--- src/rtl/ofm_pkg.sv ---
// Shared types and constants for the OFM write scheduler.
package ofm_pkg;

   typedef enum logic [2:0] {
      IDLE,
      ARB,
      AW,
      W,
      B,
      DONE
   } state_t;

   localparam logic [1:0] AXI_RESP_OKAY = 2'b00;
   localparam int         WORD_BYTES    = 64;

endpackage

--- src/rtl/rr_arb2.sv ---
// Two-requester round-robin arbiter; the priority bit flips away from the
// requester that last completed a grant.
module rr_arb2 (
   input  logic       clk,
   input  logic       rst,
   input  logic [1:0] req,
   input  logic       upd,
   input  logic       last,
   output logic [1:0] gnt
);

   // Index of the requester that wins a tie; reset favours stream 0.
   logic prio_reg;

   always_ff @(posedge clk or posedge rst) begin
      if (rst) begin
         prio_reg <= 1'b0;
      end else if (upd) begin
         prio_reg <= ~last;
      end
   end

   always_comb begin
      gnt = 2'b00;
      case (req)
         2'b01:   gnt = 2'b01;
         2'b10:   gnt = 2'b10;
         2'b11:   gnt = prio_reg ? 2'b10 : 2'b01;
         default: gnt = 2'b00;
      endcase
   end

endmodule

--- src/rtl/ofm_wr_sched.sv ---
// Shares one AXI4 write master between two flattened-OFM streams, one burst
// per grant, counting acknowledged beats against a programmed total.
module ofm_wr_sched
   import ofm_pkg::*;
#(
   parameter int ADDR_W    = 64,
   parameter int DATA_W    = 512,
   parameter int BURST_LEN = 4,
   parameter int CNT_W     = 32
) (
   input  logic                clk,
   input  logic                rst,
   input  logic                start_conv,
   input  logic [CNT_W-1:0]    total_beats,
   input  logic [DATA_W-1:0]   s0_tdata,
   input  logic                s0_valid,
   output logic                s0_ready,
   input  logic [ADDR_W-1:0]   s0_addr,
   input  logic [DATA_W-1:0]   s1_tdata,
   input  logic                s1_valid,
   output logic                s1_ready,
   input  logic [ADDR_W-1:0]   s1_addr,
   output logic [ADDR_W-1:0]   m_awaddr,
   output logic [7:0]          m_awlen,
   output logic                m_awvalid,
   input  logic                m_awready,
   output logic [DATA_W-1:0]   m_wdata,
   output logic [DATA_W/8-1:0] m_wstrb,
   output logic                m_wlast,
   output logic                m_wvalid,
   input  logic                m_wready,
   input  logic [1:0]          m_bresp,
   input  logic                m_bvalid,
   output logic                m_bready,
   output logic                done,
   output logic                err
);

   state_t             state_reg, state_next;
   logic               gsel_reg;
   logic [8:0]         blen_reg;
   logic [8:0]         bcnt_reg;
   logic [CNT_W-1:0]   remain_reg;
   logic               err_reg;
   logic [ADDR_W-1:0]  awaddr_reg;
   logic [7:0]         awlen_reg;

   logic [1:0]         gnt;
   logic               g_valid;
   logic               w_hs;
   logic [8:0]         blen_new;

   rr_arb2 u_arb (
      .clk  (clk),
      .rst  (rst),
      .req  ({s1_valid, s0_valid}),
      .upd  ((state_reg == B) && m_bvalid),
      .last (gsel_reg),
      .gnt  (gnt)
   );

   // Burst is the smaller of the cap and what is still owed, so remain never underflows.
   assign blen_new = (remain_reg < CNT_W'(BURST_LEN)) ? remain_reg[8:0] : 9'(BURST_LEN);
   assign g_valid  = gsel_reg ? s1_valid : s0_valid;
   assign w_hs     = m_wvalid && m_wready;
   assign m_wlast  = (state_reg == W) && (bcnt_reg == blen_reg - 9'd1);
   assign m_wstrb  = '1;
   assign m_awaddr = awaddr_reg;
   assign m_awlen  = awlen_reg;
   assign done     = (state_reg == DONE);
   assign err      = err_reg;

   always_ff @(posedge clk or posedge rst) begin
      if (rst) begin
         state_reg <= IDLE;
      end else begin
         state_reg <= state_next;
      end
   end

   always_comb begin
      state_next = state_reg;
      m_awvalid  = 1'b0;
      m_wvalid   = 1'b0;
      m_bready   = 1'b0;
      s0_ready   = 1'b0;
      s1_ready   = 1'b0;
      m_wdata    = gsel_reg ? s1_tdata : s0_tdata;
      case (state_reg)
         IDLE, DONE: begin
            if (start_conv) begin
               state_next = (total_beats == '0) ? DONE : ARB;
            end
         end
         ARB: begin
            if (gnt != 2'b00) begin
               state_next = AW;
            end
         end
         AW: begin
            m_awvalid = 1'b1;
            if (m_awready) begin
               state_next = W;
            end
         end
         W: begin
            // Burst stays locked to the granted stream across source bubbles.
            m_wvalid = g_valid;
            s0_ready = !gsel_reg && m_wready;
            s1_ready = gsel_reg && m_wready;
            if (w_hs && m_wlast) begin
               state_next = B;
            end
         end
         B: begin
            m_bready = 1'b1;
            if (m_bvalid) begin
               state_next = (remain_reg == CNT_W'(blen_reg)) ? DONE : ARB;
            end
         end
         default: state_next = IDLE;
      endcase
   end

   always_ff @(posedge clk or posedge rst) begin
      if (rst) begin
         gsel_reg   <= 1'b0;
         awaddr_reg <= '0;
         awlen_reg  <= '0;
         blen_reg   <= '0;
         bcnt_reg   <= '0;
         remain_reg <= '0;
         err_reg    <= 1'b0;
      end else begin
         case (state_reg)
            IDLE, DONE: begin
               if (start_conv) begin
                  remain_reg <= total_beats;
                  err_reg    <= 1'b0;
               end
            end
            ARB: begin
               if (gnt != 2'b00) begin
                  gsel_reg   <= gnt[1];
                  awaddr_reg <= gnt[1] ? s1_addr : s0_addr;
                  blen_reg   <= blen_new;
                  awlen_reg  <= 8'(blen_new - 9'd1);
                  bcnt_reg   <= '0;
               end
            end
            W: begin
               if (w_hs) begin
                  bcnt_reg <= m_wlast ? 9'd0 : bcnt_reg + 9'd1;
               end
            end
            B: begin
               if (m_bvalid) begin
                  remain_reg <= remain_reg - CNT_W'(blen_reg);
                  if (m_bresp != AXI_RESP_OKAY) begin
                     err_reg <= 1'b1;
                  end
               end
            end
            default: ;
         endcase
      end
   end

endmodule

--- config.mk ---
export PLATFORM = sky130hd
export DESIGN_NAME = ofm_wr_sched
export DESIGN_NICKNAME = d
export VERILOG_FILES = /design/src/rtl/ofm_pkg.sv /design/src/rtl/rr_arb2.sv /design/src/rtl/ofm_wr_sched.sv
export SDC_FILE = /design/constraint.sdc
export NUM_CORES = 1
export LEC_CHECK = 0
export ABC_CLOCK_PERIOD_IN_PS = 7780
export CORE_AREA = 2 2 725 727
export DETAILED_ROUTE_END_ITERATION = 10
export DIE_AREA = 0 0 727 729
export GPL_ROUTABILITY_DRIVEN = 0
export PLACE_DENSITY = 0.3
export SLEW_MARGIN = 5
export SYNTH_ARGS = -nofsm -noshare
export SYNTH_HDL_FRONTEND = slang
export SYNTH_SLANG_ARGS = --single-unit
--- constraint.sdc ---
create_clock -name clk -period 7.78 [get_ports clk]
set_input_delay 1.556 -clock clk [delete_from_list [all_inputs] [get_ports clk]]
set_output_delay 1.556 -clock clk [all_outputs]
set_load 0.03 [all_outputs]
==> implementation parameters, run 1 <==
Parameter                              Value

Run status
  Result of the run ... finished clean

Global routing
  Number of antenna violations at the first check in global routing ... roughly 650
  First-pass GRT wire length ... a little over 500 mm
  Top Usage Layer GRT ... met2
  Aggregate global-route resource usage ... 0.168
  GR met1 Demand/Resource ... 0.162
  Gr ovfl total ... 0
  Vias in the first global route ... 20,996
  Met2 capacity usage during global routing ... 0.297
  Pin count of the biggest net entering global routing ... 137
  Met3 routing resource usage after global routing ... 0.103

Finish
  Fill cells ... 60,973
  Flip-flop count of the largest register, all copies and words added ... 64
  Layout Nets ... 4,377
  Layout overhead on the synthesized area ... 199%
  Area of all placed cells without fillers ... 0.0410 sq mm
  Fraction of final layout cells sized beyond drive strength 1 ... 0.196

Clock network
  TritonCTS clock tree ... built
  Sinks on the clock net ... 128
  Number of gates given a new drive strength after cts ... 0
  CTS Hold Bufs ... 0
  CTS Buffer Depth ... 3
  Clock-pin slew of the registers on the worst-case setup and hold paths ... 70 ps
  Max H-tree Level ... 4
  Clock latency on the worst-skew pair ... 570 ps
  Clock Root Buffer ... sky130_fd_sc_hd__clkbuf_16
  TritonCTS buffer count ... 25
  Post-CTS setup buffer count ... 0

Detailed routing
  Number of detailed-route iterations in the first pass ... 5
  Final wirelength ... 462 mm
  Final ANT Viol Nets ... 0
  Total via count in the routed design ... 23,335
  Detailed-route DRC error count ... 0
  Routed WL per cell ... between 40 and 50 um
  Drt via density ... 2.26
  Count of routing violations after the opening detailed-route iteration ... 1,926

Synthesis
  Proportion of synthesized chip area in sequential cells ... 0.234
  Top FF cell, synth ... sky130_fd_sc_hd__dfrtp_1
  Post-synth cell types ... 68
  Async set-reset flop share out of synthesis ... 1.00
  Netlist area before placement ... 0.0137 sq mm
  Post-synthesis area per instance ... 9.47 sq um
  Synthesized netlist cell count ... 1,446
  Number of flops mapped to enable cells by yosys ... 0
  Register bit count reported by yosys ... 128
  Yosys warning total ... 0

Hold path
  Worst hold path startpoint ... m_awaddr[42]
  Hold worst-path end ... m_awaddr[42]
  Worst hold path class ... flip-flop to flip-flop
  Count of cells along the worst hold path ... 2

Setup path
  Crit Path Class ... flip-flop to primary output
  Length in cells of the worst reg-to-reg path ... 9
  Largest driver fanout on the critical path ... 111
  Arrival @ worst endpoint ... 3980 ps
  Kind of start point of the critical path ... flip-flop
  Required arrival time at the worst endpoint ... a little over 6000 ps
  Worst flop-to-flop path startpoint ... blen_reg[2]
  Endpoint type of the worst setup path ... primary output
  Endpoint of the worst-slack reg-to-reg timing path ... remain_reg[30]
  R2R setup slack ... roughly 4500 ps

STA
  RSZ-0062 raised after global routing ... false
  Final-report hold violation count ... 0
  Actual slew at the worst max-slew pin ... 1310 ps
  Final critical-path required period ... 5530 ps
  Layout Skew ... roughly 34 ps
  Final setup violating endpoints ... 0
  Share of the clock period used by the worst path after layout ... 0.711
  Maximum frequency from static timing analysis ... between 150 and 200 MHz
  Relative slew slack ... 0.126
  Total Neg Setup Slack ... 0 ps
  Pins over their slew limit ... 0

Die
  IO Pins ... 1,850
  Die Width ... approximately 730 um
  Die ar. ... 0.530 sq mm
  Core area ... approximately 0.52 sq mm
  Chip Height ... 729 um
  Starting Density ... 0.0262
  Site Rows ... 266

Placement
  Post-DP HPWL ... 443 mm
  Cell area after placement ... 0.0398 sq mm
  Port bufs ... ~1,800

Power
  Maximum vdd drop ... 0.128 mV
  Power per unit of standard cell area ... 284 mW/mm^2
  Leakage power ... 0.0129 uW

Run
  Max-cap violations ... 0
-- cells by family after synthesis --
kind of cell	synth area share
compound gates	0.102
xor+xnor	0.00896
fa+ha+maj	0.0124
buf+inv	0.0732
flops	0.234
mux	0.470
other cells	0.000274
simple gates	0.0984
-- synth_stat cells (3+ instances only) --
cell                          n  area [sq um]
sky130_fd_sc_hd__o21ai_0     96           480
sky130_fd_sc_hd__clkbuf_1    91           342
sky130_fd_sc_hd__o21bai_1     3          22.5
sky130_fd_sc_hd__or2_2        7          43.8
sky130_fd_sc_hd__nand2_1    122           458
sky130_fd_sc_hd__dfrtp_1    128          3200
sky130_fd_sc_hd__ha_1        12           150
sky130_fd_sc_hd__a211oi_1     3          22.5
sky130_fd_sc_hd__xnor2_1      8          70.1
sky130_fd_sc_hd__o21a_1       6          45.0
sky130_fd_sc_hd__a2bb2oi_1    5          43.8
sky130_fd_sc_hd__nor2_1      48           180
sky130_fd_sc_hd__or3_1        8          50.1
sky130_fd_sc_hd__nand2b_1     3          18.8
sky130_fd_sc_hd__o22ai_1      7          43.8
sky130_fd_sc_hd__nand3_1     25           125
sky130_fd_sc_hd__mux2i_1     67           671
sky130_fd_sc_hd__o31ai_1      8          60.1
sky130_fd_sc_hd__a31oi_1     16           100
sky130_fd_sc_hd__buf_1       12          45.0
sky130_fd_sc_hd__nor4_1      15          93.8
sky130_fd_sc_hd__o22a_1       7          61.3
sky130_fd_sc_hd__mux2_2     512          5770
sky130_fd_sc_hd__nor3_1      17          85.1
sky130_fd_sc_hd__inv_1       27           101
sky130_fd_sc_hd__buf_2        3          15.0
sky130_fd_sc_hd__nand4_1      7          43.8
sky130_fd_sc_hd__nor2b_1      6          37.5
sky130_fd_sc_hd__a21oi_1     37           185
sky130_fd_sc_hd__a21o_1       3          22.5
sky130_fd_sc_hd__and2_1       7          43.8
sky130_fd_sc_hd__a22oi_1      4          30.0
sky130_fd_sc_hd__o311ai_0     3          26.3
sky130_fd_sc_hd__and3_1       9          56.3
sky130_fd_sc_hd__xor2_1       6          52.6
sky130_fd_sc_hd__buf_4       65           488
-- worst max-delay path by stage --
stage | from | endpoint | slack (ps) | cells past startpoint
after floorplan | rst | bcnt_reg[0] | 2810 | 1
after global placement | s0_valid | m_wvalid | 2200 | 4
after detailed placement | s0_valid | m_wvalid | 2220 | 4
after CTS | s0_valid | m_wvalid | 2210 | 4
after global routing | blen_reg[1] | m_wlast | 2100 | 9
final | gsel_reg | m_wdata[493] | 2250 | 4
-- cell type report --
class                   count  area [sq um]  share of cell area
diodes                    199           498              0.0121
clock buffers              30           674              0.0165
clock inverters             3          40.0            0.000977
inverters                  27           106             0.00259
multi-input cells        1182          9750               0.238
flip-flops and latches    128          3210              0.0782
well taps                6968          8720               0.213
repair buffers           1806         18000               0.439
-- critical path, stage by stage (launching register included) --
cell                              delay (ps)
sky130_fd_sc_hd__dfrtp_4                 830
sky130_fd_sc_hd__buf_12                  420
sky130_fd_sc_hd__buf_4                   580
sky130_fd_sc_hd__mux2_2                  400
sky130_fd_sc_hd__clkdlybuf4s50_1         840
-- per-stage QoR --
| step | utilization | hold slack (ps) | power [uW] | cells | worst slack (ps) |
|---|---|---|---|---|---|
| after floorplan | - | 475 | 5370 | 1509 | 2810 |
| after global placement | 0.0761 | 464 | 10700 | 10111 | 2200 |
| after detailed placement | 0.0761 | 469 | 10700 | 10111 | 2220 |
| after CTS | 0.0774 | 483 | 11900 | 10144 | 2210 |
| after global routing | 0.0781 | 504 | 12100 | 10278 | 2100 |
| final | 0.0784 | 478 | 11600 | 10343 | 2250 |
-- layer usage --
metal  part of all wire  vias up
li1                   -     8887
met2               0.49     2432
met3               0.13     1195
met5             0.0043        -
met1               0.34    10553
met4              0.034      268
-- report_power, final --
part | switching, uW | internal, uW | leakage (uW)
Clock | 455 | 638 | 0.000355
Combinational | 6020 | 3320 | 0.0109
Sequential | 271 | 936 | 0.00159
-- cells in the final DEF, fill, tap and decap left out, types with 8 or more instances in the layout --
cell,netlist,routed
sky130_fd_sc_hd__clkdlybuf4s50_1,0,1752
sky130_fd_sc_hd__mux2_2,512,512
sky130_fd_sc_hd__diode_2,0,199
sky130_fd_sc_hd__dfrtp_1,128,127
sky130_fd_sc_hd__nand2_1,122,122
sky130_fd_sc_hd__o21ai_0,96,94
sky130_fd_sc_hd__mux2i_1,67,67
sky130_fd_sc_hd__conb_1,1,64
sky130_fd_sc_hd__nor2_1,48,47
sky130_fd_sc_hd__buf_4,65,45
sky130_fd_sc_hd__a21oi_1,37,37
sky130_fd_sc_hd__inv_1,27,25
sky130_fd_sc_hd__clkbuf_16,0,25
sky130_fd_sc_hd__nand3_1,25,24
sky130_fd_sc_hd__nor3_1,17,17
sky130_fd_sc_hd__a31oi_1,16,16
sky130_fd_sc_hd__nor4_1,15,15
sky130_fd_sc_hd__ha_1,12,12
sky130_fd_sc_hd__and3_1,9,9
sky130_fd_sc_hd__xnor2_1,8,8
sky130_fd_sc_hd__o31ai_1,8,8
sky130_fd_sc_hd__or3_1,8,8
Power figures use the tool's default switching activity.
==> run 2, diff against run 1 <==
ABC_CLOCK_PERIOD_IN_PS = 5800   (was 7780)
CORE_AREA = 2 2 730 732   (was 2 2 725 727)
DIE_AREA = 0 0 732 734   (was 0 0 727 729)
clock period = 5.8 ns   (was 7.78 ns; I/O delays follow)
==> run 2 against run 1 <==
Against the previous run: register-to-register slack got worse by 2200 ps; combinational power increased by 40%; critical endpoint is now m_wlast; count of clock-buffer cells in the layout increased by 1; non-clock buffer count increased by 14; power increased by 39%; sequential share of layout area about the same; sequential power increased by 36%; utilization decreased by 0.11 points; largest power group unchanged; wire length decreased by 0.47%.
==> implementation parameters, run 2 (same netlist as run 1, synthesis figures left out) <==
Parameter                              Value

STA
  Maximum frequency from static timing analysis ... around 190 MHz
  RSZ-0062 raised after global routing ... false
  Layout Skew ... 36.9 ps (+2.56 ps)
  Relative slew slack ... 0.128 (+0.00267)
  Final setup violating endpoints ... 0 (unchanged)
  Final Hold Slack ... 476 ps (-1.76 ps)
  Share of the clock period used by the worst path after layout ... 0.914
  Pins over their slew limit ... 0 (unchanged)
  Total Neg Setup Slack ... 0 ps (unchanged)
  Final-report hold violation count ... 0 (unchanged)
  Actual slew at the worst max-slew pin ... 1300 ps (-3.99 ps)
  Final critical-path required period ... 5300 ps

Finish
  Layout Nets ... 4,391 (+0.32%)
  Fill cells ... 61,797 (+1.4%)
  Most common cell after layout, fill and taps aside ... sky130_fd_sc_hd__clkdlybuf4s50_1
  Most frequent cells in the layout ... 1,738 x sky130_fd_sc_hd__clkdlybuf4s50_1, 512 x sky130_fd_sc_hd__mux2_2, 127 x sky130_fd_sc_hd__dfrtp_1
  Area of all placed cells without fillers ... 0.0410 sq mm (about the same)
  Flip-flop count of the largest register, all copies and words added ... 64 (unchanged)
  Fraction of final layout cells sized beyond drive strength 1 ... 0.203 (+0.00698)
  Layout overhead on the synthesized area ... 199% (about the same)

Global routing
  Gr ovfl total ... 0 (unchanged)
  Number of antenna violations at the first check in global routing ... 618 (-5.2%)
  Aggregate global-route resource usage ... 0.165 (-0.00302)
  Vias in the first global route ... 21,311 (+1.5%)
  Pin count of the biggest net entering global routing ... 116 (-15%)
  First-pass GRT wire length ... 508 mm (+0.10%)

Clock network
  TritonCTS clock tree ... built
  Sinks on the clock net ... 128 (unchanged)
  Number of gates given a new drive strength after cts ... 0 (unchanged)
  TritonCTS buffer count ... 25 (unchanged)
  Clock latency on the worst-skew pair ... 580 ps (about the same)
  CTS Hold Bufs ... 0 (unchanged)
  CTS Buffer Depth ... 3 (unchanged)
  Clock-pin slew of the registers on the worst-case setup and hold paths ... 70 ps (about the same)
  Max H-tree Level ... 4 (unchanged)
  Post-CTS setup buffer count ... 0 (unchanged)
  Clock Root Buffer ... sky130_fd_sc_hd__clkbuf_16

Power
  Power per unit of standard cell area ... 395 mW/mm^2 (+39%)
  Leakage power ... 0.0130 uW (+0.65%)
  Maximum vdd drop ... 0.225 mV (+76%)

Run status
  Result of the run ... finished clean

Setup path
  Kind of start point of the critical path ... flip-flop
  Worst flop-to-flop path startpoint ... remain_reg[23]
  Start point of the critical path ... blen_reg[1]
  Critical path endpoint ... m_wlast
  Largest driver fanout on the critical path ... 10 (-91%)
  Arrival @ worst endpoint ... 4140 ps (+160 ps)
  Critical path cell sequence ... inv_1, ha_1, o21bai_1, a211o_1, a21oi_1, nor2_1, a211oi_1, clkdlybuf4s50_1
  Endpoint of the worst-slack reg-to-reg timing path ... m_awlen[7]
  Required arrival time at the worst endpoint ... 4640 ps (-1580 ps)
  Top delay family on crit path ... compound AO/OA/AOI/OAI gates
  Length in cells of the worst reg-to-reg path ... 7 (-2)
  Crit Path Class ... flip-flop to primary output
  Endpoint type of the worst setup path ... primary output
  Levels on crit path ... 8 (+4)
  Maximum single-stage delay on the critical path ... 1040 ps (+200 ps)
  R2R setup slack ... 2280 ps (-2190 ps)
  Worst Path Buf+Inv ... 2 (-1)
  CP max-delay cell ... sky130_fd_sc_hd__clkdlybuf4s50_1

Die
  Chip Height ... 734 um (+0.69%)
  Die ar. ... 0.537 sq mm (+1.4%)
  Site Rows ... 268 (+0.75%)
  Core area ... 0.530 sq mm (+1.4%)
  Die Width ... 732 um (+0.69%)
  Starting Density ... 0.0258 (-0.000360)
  IO Pins ... 1,850 (unchanged)

Detailed routing
  Final wirelength ... 460 mm (-0.47%)
  Routed WL per cell ... 44.5 um (-0.46%)
  Count of routing violations after the opening detailed-route iteration ... 1,798 (-6.6%)
  Number of detailed-route iterations in the first pass ... 8 (+3)
  Detailed-route DRC error count ... 0 (unchanged)
  Total via count in the routed design ... 23,140 (-0.84%)
  Final ANT Viol Nets ... 0 (unchanged)
  Drt via density ... 2.24 (-0.83%)

Placement
  Post-DP HPWL ... 441 mm (-0.45%)
  Cell area after placement ... 0.0399 sq mm (+0.38%)
  Port bufs ... 1,785 (unchanged)

Hold path
  Count of cells along the worst hold path ... 2 (unchanged)
  Worst hold path class ... flip-flop to flip-flop

Run
  Max-cap violations ... 0 (unchanged)
## run 2: changes by cell type in the layout (fill, tap and decap cells not counted), moves of 3 or more
cell / change
sky130_fd_sc_hd__diode_2: -67
sky130_fd_sc_hd__buf_2: +3
sky130_fd_sc_hd__buf_4: +22
sky130_fd_sc_hd__buf_12: +3
sky130_fd_sc_hd__clkdlybuf4s50_1: -14
## run 2: metrics by stage
| step | setup WS (ps) | total power (uW) | util | cells |
|---|---|---|---|---|
| 6_report | 499 | 16200 | 0.0773 | 10342 |
| 2_1_floorplan | 1230 | 7210 | - | 1509 |
| 4_1_cts | 293 | 16600 | 0.0766 | 10210 |
| 3_3_place_gp | 885 | 15000 | 0.0753 | 10177 |
| 5_1_grt | 266 | 17000 | 0.0770 | 10276 |
| 3_5_place_dp | 926 | 15000 | 0.0753 | 10177 |
## run 2: worst min-delay path by stage
| stage | from | to | slack (ps) |
|---|---|---|---|
| floorplan | remain_reg[17] | remain_reg[17] | 470 |
| global placement | m_awaddr[40] | m_awaddr[40] | 470 |
| detailed placement | m_awlen[3] | m_awlen[3] | 460 |
| CTS | m_awlen[3] | m_awlen[3] | 480 |
| global route | m_awlen[3] | m_awlen[3] | 500 |
| finish | m_awlen[3] | m_awlen[3] | 480 |
## run 2: metal layers
layer	track usage	vias up	part of all wire
li1	-	8818	-
met1	0.171	10455	0.36
met2	0.294	2431	0.49
met3	0.0900	1170	0.12
met4	0.0242	266	0.025
met5	0.0217	-	0.0064
## run 2: power breakdown
group | total (uW) | switching, uW | internal, uW | leakage [uW]
combinational | 13100 | 8570 | 4510 | 0.0110
clock | 1480 | 655 | 826 | 0.000344
sequential | 1640 | 382 | 1260 | 0.00159
total | 16200 | 9610 | 6590 | 0.0130
## run 2: worst reg2reg max path, cell delays in order (launching register included)
cell	delay, ps
sky130_fd_sc_hd__dfrtp_1	420
sky130_fd_sc_hd__or4_4	590
sky130_fd_sc_hd__or4_4	470
sky130_fd_sc_hd__nor2_4	160
sky130_fd_sc_hd__and3_1	220
sky130_fd_sc_hd__and3_1	390
sky130_fd_sc_hd__nand4_1	890
sky130_fd_sc_hd__nand2_1	290
## run 2: area by class of cell
cell class              count  area, sq um  share of cell area
clock inverters             2         12.5            0.000305
repair buffers           1820        18100               0.442
flip-flops and latches    128         3210              0.0783
clock buffers              31          688              0.0168
diodes                    132          330             0.00806
well taps                7020         8780               0.214
multi-input cells        1182         9740               0.238
inverters                  27          106             0.00260
